[src/rtl/ustc_psum_sched_if.sv]
// Handshake and control bundle between the psum tile sequencer and its
// beat source / psum buffer.
interface ustc_psum_sched_if #(
  parameter int unsigned DW_COL  = 4,
  parameter int unsigned DW_BEAT = 8
);
  logic                 start;
  logic [DW_COL:0]      cfg_ncol;
  logic [DW_BEAT-1:0]   cfg_beats;
  logic                 in_valid;
  logic                 in_ready;
  logic [DW_COL-1:0]    col;
  logic                 wr_en;
  logic                 buf_rst;
  logic                 out_en;
  logic                 buf_valid;
  logic                 busy;
  logic                 done;
  logic                 cfg_err;

  modport slave (
    input  start, cfg_ncol, cfg_beats, in_valid, buf_valid,
    output in_ready, col, wr_en, buf_rst, out_en, busy, done, cfg_err
  );

  modport master (
    output start, cfg_ncol, cfg_beats, in_valid, buf_valid,
    input  in_ready, col, wr_en, buf_rst, out_en, busy, done, cfg_err
  );
endinterface

[src/rtl/ustc_psum_sched.sv]
// Tile sequencer for the unstructured psum column buffer: clears the buffer,
// fills it column by column, waits out the write pipe, then triggers and counts readout.
module ustc_psum_sched #(
  parameter int unsigned M        = 16,
  parameter int unsigned N        = 16,
  parameter int unsigned DW_COL   = 4,
  parameter int unsigned DW_BEAT  = 8,
  parameter int unsigned PIPE_LAT = 2
) (
  input  logic              clk,
  input  logic              rst,
  ustc_psum_sched_if.slave  bus
);
  localparam int unsigned RW = $clog2(M + 1);
  localparam int unsigned FW = (PIPE_LAT > 1) ? $clog2(PIPE_LAT) : 1;

  typedef enum logic [2:0] {
    IDLE  = 3'd0,
    CLR   = 3'd1,
    FILL  = 3'd2,
    FLUSH = 3'd3,
    TRIG  = 3'd4,
    DRAIN = 3'd5
  } state_t;

  state_t               state;
  logic [DW_COL:0]      ncol_q;
  logic [DW_BEAT-1:0]   beats_q;
  logic [DW_BEAT-1:0]   beat_cnt;
  logic [DW_COL-1:0]    col_q;
  logic [RW-1:0]        row_cnt;
  logic [FW-1:0]        flush_cnt;
  logic                 in_ready_q;
  logic                 buf_rst_q;
  logic                 out_en_q;
  logic                 busy_q;
  logic                 done_q;
  logic                 cfg_err_q;

  logic accept;
  logic cfg_ok;
  logic last_beat;
  logic last_col;

  assign accept    = bus.in_valid & in_ready_q;
  assign cfg_ok    = (bus.cfg_ncol != '0) && (bus.cfg_ncol <= (DW_COL+1)'(N)) &&
                     (bus.cfg_beats != '0);
  assign last_beat = (beat_cnt == beats_q - DW_BEAT'(1));
  assign last_col  = (({1'b0, col_q} + (DW_COL+1)'(1)) == ncol_q);

  assign bus.wr_en    = accept;
  assign bus.in_ready = in_ready_q;
  assign bus.col      = col_q;
  assign bus.buf_rst  = buf_rst_q;
  assign bus.out_en   = out_en_q;
  assign bus.busy     = busy_q;
  assign bus.done     = done_q;
  assign bus.cfg_err  = cfg_err_q;

  // Sequencer: pulse outputs default low each cycle and are raised on transitions.
  always_ff @(posedge clk) begin
    if (rst) begin
      state      <= IDLE;
      ncol_q     <= '0;
      beats_q    <= '0;
      beat_cnt   <= '0;
      col_q      <= '0;
      row_cnt    <= '0;
      flush_cnt  <= '0;
      in_ready_q <= 1'b0;
      buf_rst_q  <= 1'b1;
      out_en_q   <= 1'b0;
      busy_q     <= 1'b0;
      done_q     <= 1'b0;
      cfg_err_q  <= 1'b0;
    end else begin
      buf_rst_q <= 1'b0;
      out_en_q  <= 1'b0;
      done_q    <= 1'b0;
      cfg_err_q <= 1'b0;
      unique case (state)
        IDLE: begin
          if (bus.start) begin
            if (cfg_ok) begin
              ncol_q    <= bus.cfg_ncol;
              beats_q   <= bus.cfg_beats;
              beat_cnt  <= '0;
              row_cnt   <= '0;
              flush_cnt <= '0;
              buf_rst_q <= 1'b1;
              busy_q    <= 1'b1;
              state     <= CLR;
            end else begin
              cfg_err_q <= 1'b1;
            end
          end
        end
        CLR: begin
          col_q      <= '0;
          in_ready_q <= 1'b1;
          state      <= FILL;
        end
        FILL: begin
          if (accept) begin
            if (last_beat) begin
              beat_cnt <= '0;
              if (last_col) begin
                in_ready_q <= 1'b0;
                flush_cnt  <= '0;
                state      <= FLUSH;
              end else begin
                col_q <= col_q + DW_COL'(1);
              end
            end else begin
              beat_cnt <= beat_cnt + DW_BEAT'(1);
            end
          end
        end
        // Hold off readout until the last beat's buffer write has landed.
        FLUSH: begin
          if (flush_cnt == FW'(PIPE_LAT - 1)) begin
            out_en_q <= 1'b1;
            state    <= TRIG;
          end else begin
            flush_cnt <= flush_cnt + FW'(1);
          end
        end
        TRIG: begin
          row_cnt <= '0;
          state   <= DRAIN;
        end
        DRAIN: begin
          if (bus.buf_valid) begin
            row_cnt <= row_cnt + RW'(1);
            if (row_cnt == RW'(M - 1)) begin
              done_q <= 1'b1;
              busy_q <= 1'b0;
              state  <= IDLE;
            end
          end
        end
        default: begin
          in_ready_q <= 1'b0;
          busy_q     <= 1'b0;
          state      <= IDLE;
        end
      endcase
    end
  end
endmodule

[src/flat_wrapper.sv]
// flat-port wrapper written by rule: the top's interface ports become plain ports
module ustc_psum_sched_flat 
#(
  parameter int unsigned M        = 16,
  parameter int unsigned N        = 16,
  parameter int unsigned DW_COL   = 4,
  parameter int unsigned DW_BEAT  = 8,
  parameter int unsigned PIPE_LAT = 2
)
  (clk, rst, bus_start, bus_cfg_ncol, bus_cfg_beats, bus_in_valid, bus_buf_valid, bus_in_ready, bus_col, bus_wr_en, bus_buf_rst, bus_out_en, bus_busy, bus_done, bus_cfg_err);
  ustc_psum_sched_if #(.DW_COL(DW_COL), .DW_BEAT(DW_BEAT)) bus_i ();
  input  logic clk;
  input  logic rst;
  input wire logic [$bits(bus_i.start)-1:0] bus_start;
  input wire logic [$bits(bus_i.cfg_ncol)-1:0] bus_cfg_ncol;
  input wire logic [$bits(bus_i.cfg_beats)-1:0] bus_cfg_beats;
  input wire logic [$bits(bus_i.in_valid)-1:0] bus_in_valid;
  input wire logic [$bits(bus_i.buf_valid)-1:0] bus_buf_valid;
  output wire logic [$bits(bus_i.in_ready)-1:0] bus_in_ready;
  output wire logic [$bits(bus_i.col)-1:0] bus_col;
  output wire logic [$bits(bus_i.wr_en)-1:0] bus_wr_en;
  output wire logic [$bits(bus_i.buf_rst)-1:0] bus_buf_rst;
  output wire logic [$bits(bus_i.out_en)-1:0] bus_out_en;
  output wire logic [$bits(bus_i.busy)-1:0] bus_busy;
  output wire logic [$bits(bus_i.done)-1:0] bus_done;
  output wire logic [$bits(bus_i.cfg_err)-1:0] bus_cfg_err;
  assign bus_i.start = bus_start;
  assign bus_i.cfg_ncol = bus_cfg_ncol;
  assign bus_i.cfg_beats = bus_cfg_beats;
  assign bus_i.in_valid = bus_in_valid;
  assign bus_i.buf_valid = bus_buf_valid;
  assign bus_in_ready = bus_i.in_ready;
  assign bus_col = bus_i.col;
  assign bus_wr_en = bus_i.wr_en;
  assign bus_buf_rst = bus_i.buf_rst;
  assign bus_out_en = bus_i.out_en;
  assign bus_busy = bus_i.busy;
  assign bus_done = bus_i.done;
  assign bus_cfg_err = bus_i.cfg_err;
  ustc_psum_sched #(.M(M), .N(N), .DW_COL(DW_COL), .DW_BEAT(DW_BEAT), .PIPE_LAT(PIPE_LAT)) u_core (.clk(clk), .rst(rst), .bus(bus_i));
endmodule
[config.mk]
export PLATFORM = sky130hd
export DESIGN_NAME = ustc_psum_sched_flat
export DESIGN_NICKNAME = d
export VERILOG_FILES = /design/src/rtl/ustc_psum_sched_if.sv /design/src/rtl/ustc_psum_sched.sv /design/src/flat_wrapper.sv
export SDC_FILE = /design/constraint.sdc
export NUM_CORES = 1
export LEC_CHECK = 0
export CORE_AREA = 2 2 69 71
export CTS_BUF_LIST = sky130_fd_sc_hd__clkbuf_4 sky130_fd_sc_hd__clkbuf_8
export DETAILED_ROUTE_END_ITERATION = 6
export DIE_AREA = 0 0 71 73
export PLACE_DENSITY_LB_ADDON = 0.3
export SYNTH_ARGS = -nofsm -noshare
export SYNTH_HDL_FRONTEND = slang
export SYNTH_SLANG_ARGS = --single-unit
[constraint.sdc]
create_clock -name clk -period 2.9 [get_ports clk]
set_input_delay 0.58 -clock clk [delete_from_list [all_inputs] [get_ports clk]]
set_output_delay 0.58 -clock clk [all_outputs]
set_load 0.005 [all_outputs]
# Word-level counts from Yosys, hierarchy flattened
# Cells that the tools add are included.
dict set report word_totals {
  reg_bits 40
  latch_bits 0
  mem_bits_rw 0
  romBits 0
  in_bits 18
  out_inout_bits 11
  elab_cells 108
  memories 0
}
dict set report classes {
  addsub 6
  mul 0
  n_div 0
  order_cmp 1
  eq_ne 17
  shifts 0
  muxes 41
  bitwise 8
  n_reduce_logical 22
}
# operator n
set ops {}
lappend ops {{$mux W8} 4}
lappend ops {{$mux W3} 8}
lappend ops {{$pmux W3 S6} 1}
lappend ops {{$mux W1} 16}
lappend ops {{$pmux W8 S2} 1}
lappend ops {{$reduce_and A4 Y1} 4}
lappend ops {{$mux W5} 3}
lappend ops {{$pmux W5 S3} 1}
lappend ops {{$mux W4} 3}
lappend ops {{$ne A2 B1 Y1 const B} 5}
lappend ops {{$pmux W1 S3} 3}
lappend ops {{$add A8 B1 Y8 const B} 1}
lappend ops {{$eq A8 B8 Y1} 1}
lappend ops {{$ne A2 B2 Y1 const B} 4}
lappend ops {{$pmux W4 S2} 1}
lappend ops {{$reduce_and A8 Y1} 1}
lappend ops {{$reduce_bool A8 Y1} 1}
lappend ops {{$reduce_or A4 Y1} 2}
lappend ops {{$sub A8 B1 Y8 const B} 1}
lappend ops {{$not A1 Y1} 7}
lappend ops {{$eq A3 B2 Y1 const B} 2}
lappend ops {{$eq A3 B3 Y1 const B} 2}
lappend ops {{$reduce_and A6 Y1} 1}
lappend ops {{$reduce_bool A3 Y1} 2}
lappend ops {{other kinds (17)} 20}

# Depth between registers and ports, before layout
dict set report logic_depth {
  word_depth 6
  mapped_depth 9
  depth_no_buf 9
}

# Worst setup path before layout
# OpenSTA, ideal clock, no wires.
dict set report synth_path {
  path_kind {input to register}
  start {input port bus_cfg_ncol[3]}
  end {register u_core.row_cnt[2]}
  setup_ns 0.116
  arrival_time_ns 2.004
  required_time_ns 2.784
  setup_slack_ns 0.780
  cell_stages 7
  path_buffers 0
  path_cell_list {nor4_1 xnor2_1 and2_1 a2111oi_4 a21oi_1 o21ai_0 a31o_2}
}
dict set report synth_between {
  elab_chain_cells 5
  elab_cells_between_ends 6
  cone_classes {order compare (1); eq/ne (1); reduce/logical (4)}
}
# element line_no
set synth_lines {}
lappend synth_lines {{from (decl)} flat_wrapper.sv:15} ;# input wire logic [$bits(bus_i.cfg_ncol)-1:0] bus_cfg_ncol;
lappend synth_lines {{$le A5 B5 Y1 or $reduce_bool A5 Y1 (tied branches)} ustc_psum_sched.sv:46} ;# assign cfg_ok = (bus.cfg_ncol != '0) && (bus.cfg_ncol <= (DW_COL+1)'(N)) &&
lappend synth_lines {{$logic_and A1 B1 Y1 (*) (2 in a row)} ustc_psum_sched.sv:46}
lappend synth_lines {{$ne A2 B1 Y1 (no line) (*)} --}
lappend synth_lines {{$reduce_and A4 Y1 (no line) (*)} --}
lappend synth_lines {{to (signal assigned)} ustc_psum_sched.sv:134} ;# row_cnt <= row_cnt + RW'(1);
lappend synth_lines {{to (decl)} ustc_psum_sched.sv:31} ;# logic [RW-1:0] row_cnt;
# Every way passes the cells marked *; elsewhere a longest branch is shown, timed or not.
# A chain may end at the register's enable or synchronous reset.

# Final worst setup path
# Ends and elaborated chain as after synthesis.

==> reports/summary.txt <==
chip height = 73 µm
hold violation count in the final report = 0
CTS tree = yes
global-route congestion overflow total = 0
CTS Hold Buffers Added = 0
post-synthesis share of cell area spent on full adders, half adders and majority gates = 0.0341
routed via count divided by cell count = 5.50
Max transition margin = 0.658
count of cell types in the netlist = 44
Routed met1 length = 2000 µm
area of the mapped netlist = 2130 µm²
IR drop worst, VDD = 0.267 mV
Die Area = 5180 µm²
area growth from synthesis to final layout = 19.6%
post-synth top area cell = sky130_fd_sc_hd__dfxtp_1
setup slack of the critical path after layout = 371 ps
classification of the worst setup path = in -> reg
Crit. End Element = register
Crit path required time = 3090 ps
compound-cell area share of the yosys netlist = 0.147
yosys warns = 0
kind of start point of the critical path = input port
detailed route wirelength on metal3 = 141 µm
clock tree root buffer cell = sky130_fd_sc_hd__clkbuf_8
htree depth = 2
vias = 1825
port bufs = 28
uppermost layer routed = met4
most frequent cells after synthesis = sky130_fd_sc_hd__dfxtp_1 (40), sky130_fd_sc_hd__nor2_1 (33), sky130_fd_sc_hd__nand2_1 (20)
number of antenna violations at the first check in global routing = 0
fmax = 395 MHz
area of the placeable core = 4540 µm²
DRT antenna net count = 0
Setup Viol. Count Final = 0
dominant register cell in the synthesized netlist = sky130_fd_sc_hd__dfxtp_1
net count of the finished layout = 301
area share of and/or/nand/nor cells after synthesis = 0.242
CTS Buf Count = 5
combined global-route utilization of all metal layers = 0.178
setup repair bufs after CTS = 0
fraction of registers with async set or reset after synthesis = 0
count of routing violations after the opening detailed-route iteration = 95
peak fanout along the critical path = 6
outcome = finished, final reports clean
synthesized netlist cell count = 249
Clock Skew = 8.45 ps
largest family of logic cells by synthesized area = simple AND/OR/NAND/NOR gates
maximum buffer depth of the clock tree = 2
starting density of the core = 0.469
std cell rows = 25
Detail Route met2 WL = 2090 µm
setup repair after global routing missed its margin = no
max capacitance violation total = 0
synthesized area per cell = 8.55 µm²
overall die width = 71 µm
clock sink total = 40
setup_tns = 0 ps
worst slew pin tran = 512 ps
overall routed net length = 4260 µm
Avg WL per Cell = 12.8 µm
static leakage = 0.00103 µW
share of Yosys cell area claimed by the top area cell type = 0.376
cell with the most instances after synthesis = sky130_fd_sc_hd__dfxtp_1
count of cells resized by post-cts repair = 0
time the worst path needs with I/O delays and setup = 2530 ps
EDFF count, synth = 0
clock slew at reported path FFs = 80 ps
wire length of the first global-routing pass = 7420 µm
via count of the first global-routing pass = 1702
largest net degree at the start of global routing = 16
count of pins on the block boundary = 29
fin crit share = 0.872
multiplexer fraction of the synthesized cell area = 0.0758
first-pass iteration count of the detailed router = 4
power per cell area = 477 nW/µm²
Final Slew Violations = 0
net count after synthesis = 272
CP arrival = 2720 ps
xor/xnor share of the synthesized area = 0.0905
insertion delay of the later-clocked pin in the worst-skew pair = 290 ps
part of the Yosys area used for sequential elements = 0.376
total of flip-flops plus latches after synthesis = 40
share of layout cells above drive strength 1 = 0.0827
routability congestion estimate = 0.837
leading post-synthesis cells by cell area = sky130_fd_sc_hd__dfxtp_1 (38%), sky130_fd_sc_hd__mux2i_1 (7.1%), sky130_fd_sc_hd__nor2_1 (5.8%)
Detailed Place HPWL = 3220 µm
class of the tightest hold or removal check = reg -> reg
number of diodes added for antenna fixing = 0
worst slack at placement = 34.0 ps
DRC Markers = 0
==> layer usage <==
layer	vias up	GRT usage
li1	939	-
met1	850	0.223
met2	31	0.291
met3	5	0.0539
met4	0	0.0629
met5	-	0
==> critical path, cell delays in order <==
cell and delay [ps]:
sky130_fd_sc_hd__clkdlybuf4s50_1 410, sky130_fd_sc_hd__nor4_1 360, sky130_fd_sc_hd__xnor2_1 190, sky130_fd_sc_hd__and2_1 230
sky130_fd_sc_hd__a2111oi_4 110, sky130_fd_sc_hd__a21oi_1 410, sky130_fd_sc_hd__o21ai_0 160, sky130_fd_sc_hd__a31o_2 270
==> sequential cells by signal (all words and copies together), names as in the netlist <==
register	count
u_core.beat_cnt	8
u_core.beats_q	8
u_core.bus.buf_rst	1
u_core.bus.busy	1
u_core.bus.cfg_err	1
u_core.bus.col	4
u_core.bus.done	1
u_core.bus.in_ready	1
u_core.bus.out_en	1
u_core.flush_cnt	1
u_core.ncol_q	5
u_core.row_cnt	5
u_core.state	3
==> area by class of cell <==
class                           count  area [µm²]
Clock buffer                        5        68.8
Clock inverter                      2        12.5
Fill cell                         423        1990
Inverter                           10        37.5
Multi-Input combinational cell    190        1250
Sequential cell                    40         801
Tap cell                           54        67.6
Timing Repair Buffer               31         303
==> power by group <==
| part | internal (µW) | total (µW) | switching, µW |
|---|---|---|---|
| clock | 163 | 352 | 189 |
| sequential | 575 | 618 | 42.5 |
| combinational | 122 | 244 | 123 |
| total | 860 | 1210 | 355 |
==> placed cells by master, fill, tap and decap left out, types with 3 or more instances in the layout <==
master,netlist,final
sky130_fd_sc_hd__nand2_1,20,20
sky130_fd_sc_hd__xnor2_1,10,10
sky130_fd_sc_hd__nand3_1,8,8
sky130_fd_sc_hd__a21oi_1,11,11
sky130_fd_sc_hd__a211oi_1,4,4
sky130_fd_sc_hd__nor2_1,33,33
sky130_fd_sc_hd__ha_1,5,5
sky130_fd_sc_hd__clkdlybuf4s50_1,0,28
sky130_fd_sc_hd__nand2b_1,3,3
sky130_fd_sc_hd__nand4_1,8,8
sky130_fd_sc_hd__nor4_1,4,4
sky130_fd_sc_hd__buf_4,0,3
sky130_fd_sc_hd__or2_2,3,3
sky130_fd_sc_hd__nor3_1,8,8
sky130_fd_sc_hd__xor2_1,12,12
sky130_fd_sc_hd__o21ai_0,8,8
sky130_fd_sc_hd__dfxtp_1,40,40
sky130_fd_sc_hd__clkbuf_8,0,5
sky130_fd_sc_hd__inv_1,10,10
sky130_fd_sc_hd__mux2i_1,15,15
sky130_fd_sc_hd__and3_1,4,4
sky130_fd_sc_hd__nor2b_1,3,3
==> final timing paths <==
check                           slack, ps                end              start  cells past startpoint
worst max-delay path                  370  u_core.row_cnt[2]    bus_cfg_ncol[3]                      8
worst min-delay path                  500  u_core.row_cnt[1]  u_core.row_cnt[1]                      2
worst max register to register        580  u_core.bus.col[2]  u_core.beats_q[0]                      8
worst min register to register        500  u_core.row_cnt[1]  u_core.row_cnt[1]                      2
==> kinds of logic (layout without fill, tap and decap cells) <==
logic type               after synthesis  after routing
AO/OA/AOI/OAI                         43             43
XOR/XNOR                              22             22
flip-flops                            40             40
adder cells (fa/ha/maj)                6              6
buffers and inverters                 19             48
AND/OR/NAND/NOR                      103            103
multiplexers                          16             16
==> stage by stage <==
stage | std cells | hold WS [ps] | total power [µW] | utilization | instance area (µm²)
finish | 332 | 500 | 1210 | 0.561 | 2540
global route | 332 | 549 | 1290 | 0.561 | 2540
CTS | 332 | 501 | 1230 | 0.561 | 2540
detailed placement | 325 | 487 | 875 | 0.543 | 2460
global placement | 325 | 477 | 871 | 0.543 | 2460
floorplan | 249 | 460 | 794 | - | 2130
Power figures use the tool's default switching activity.
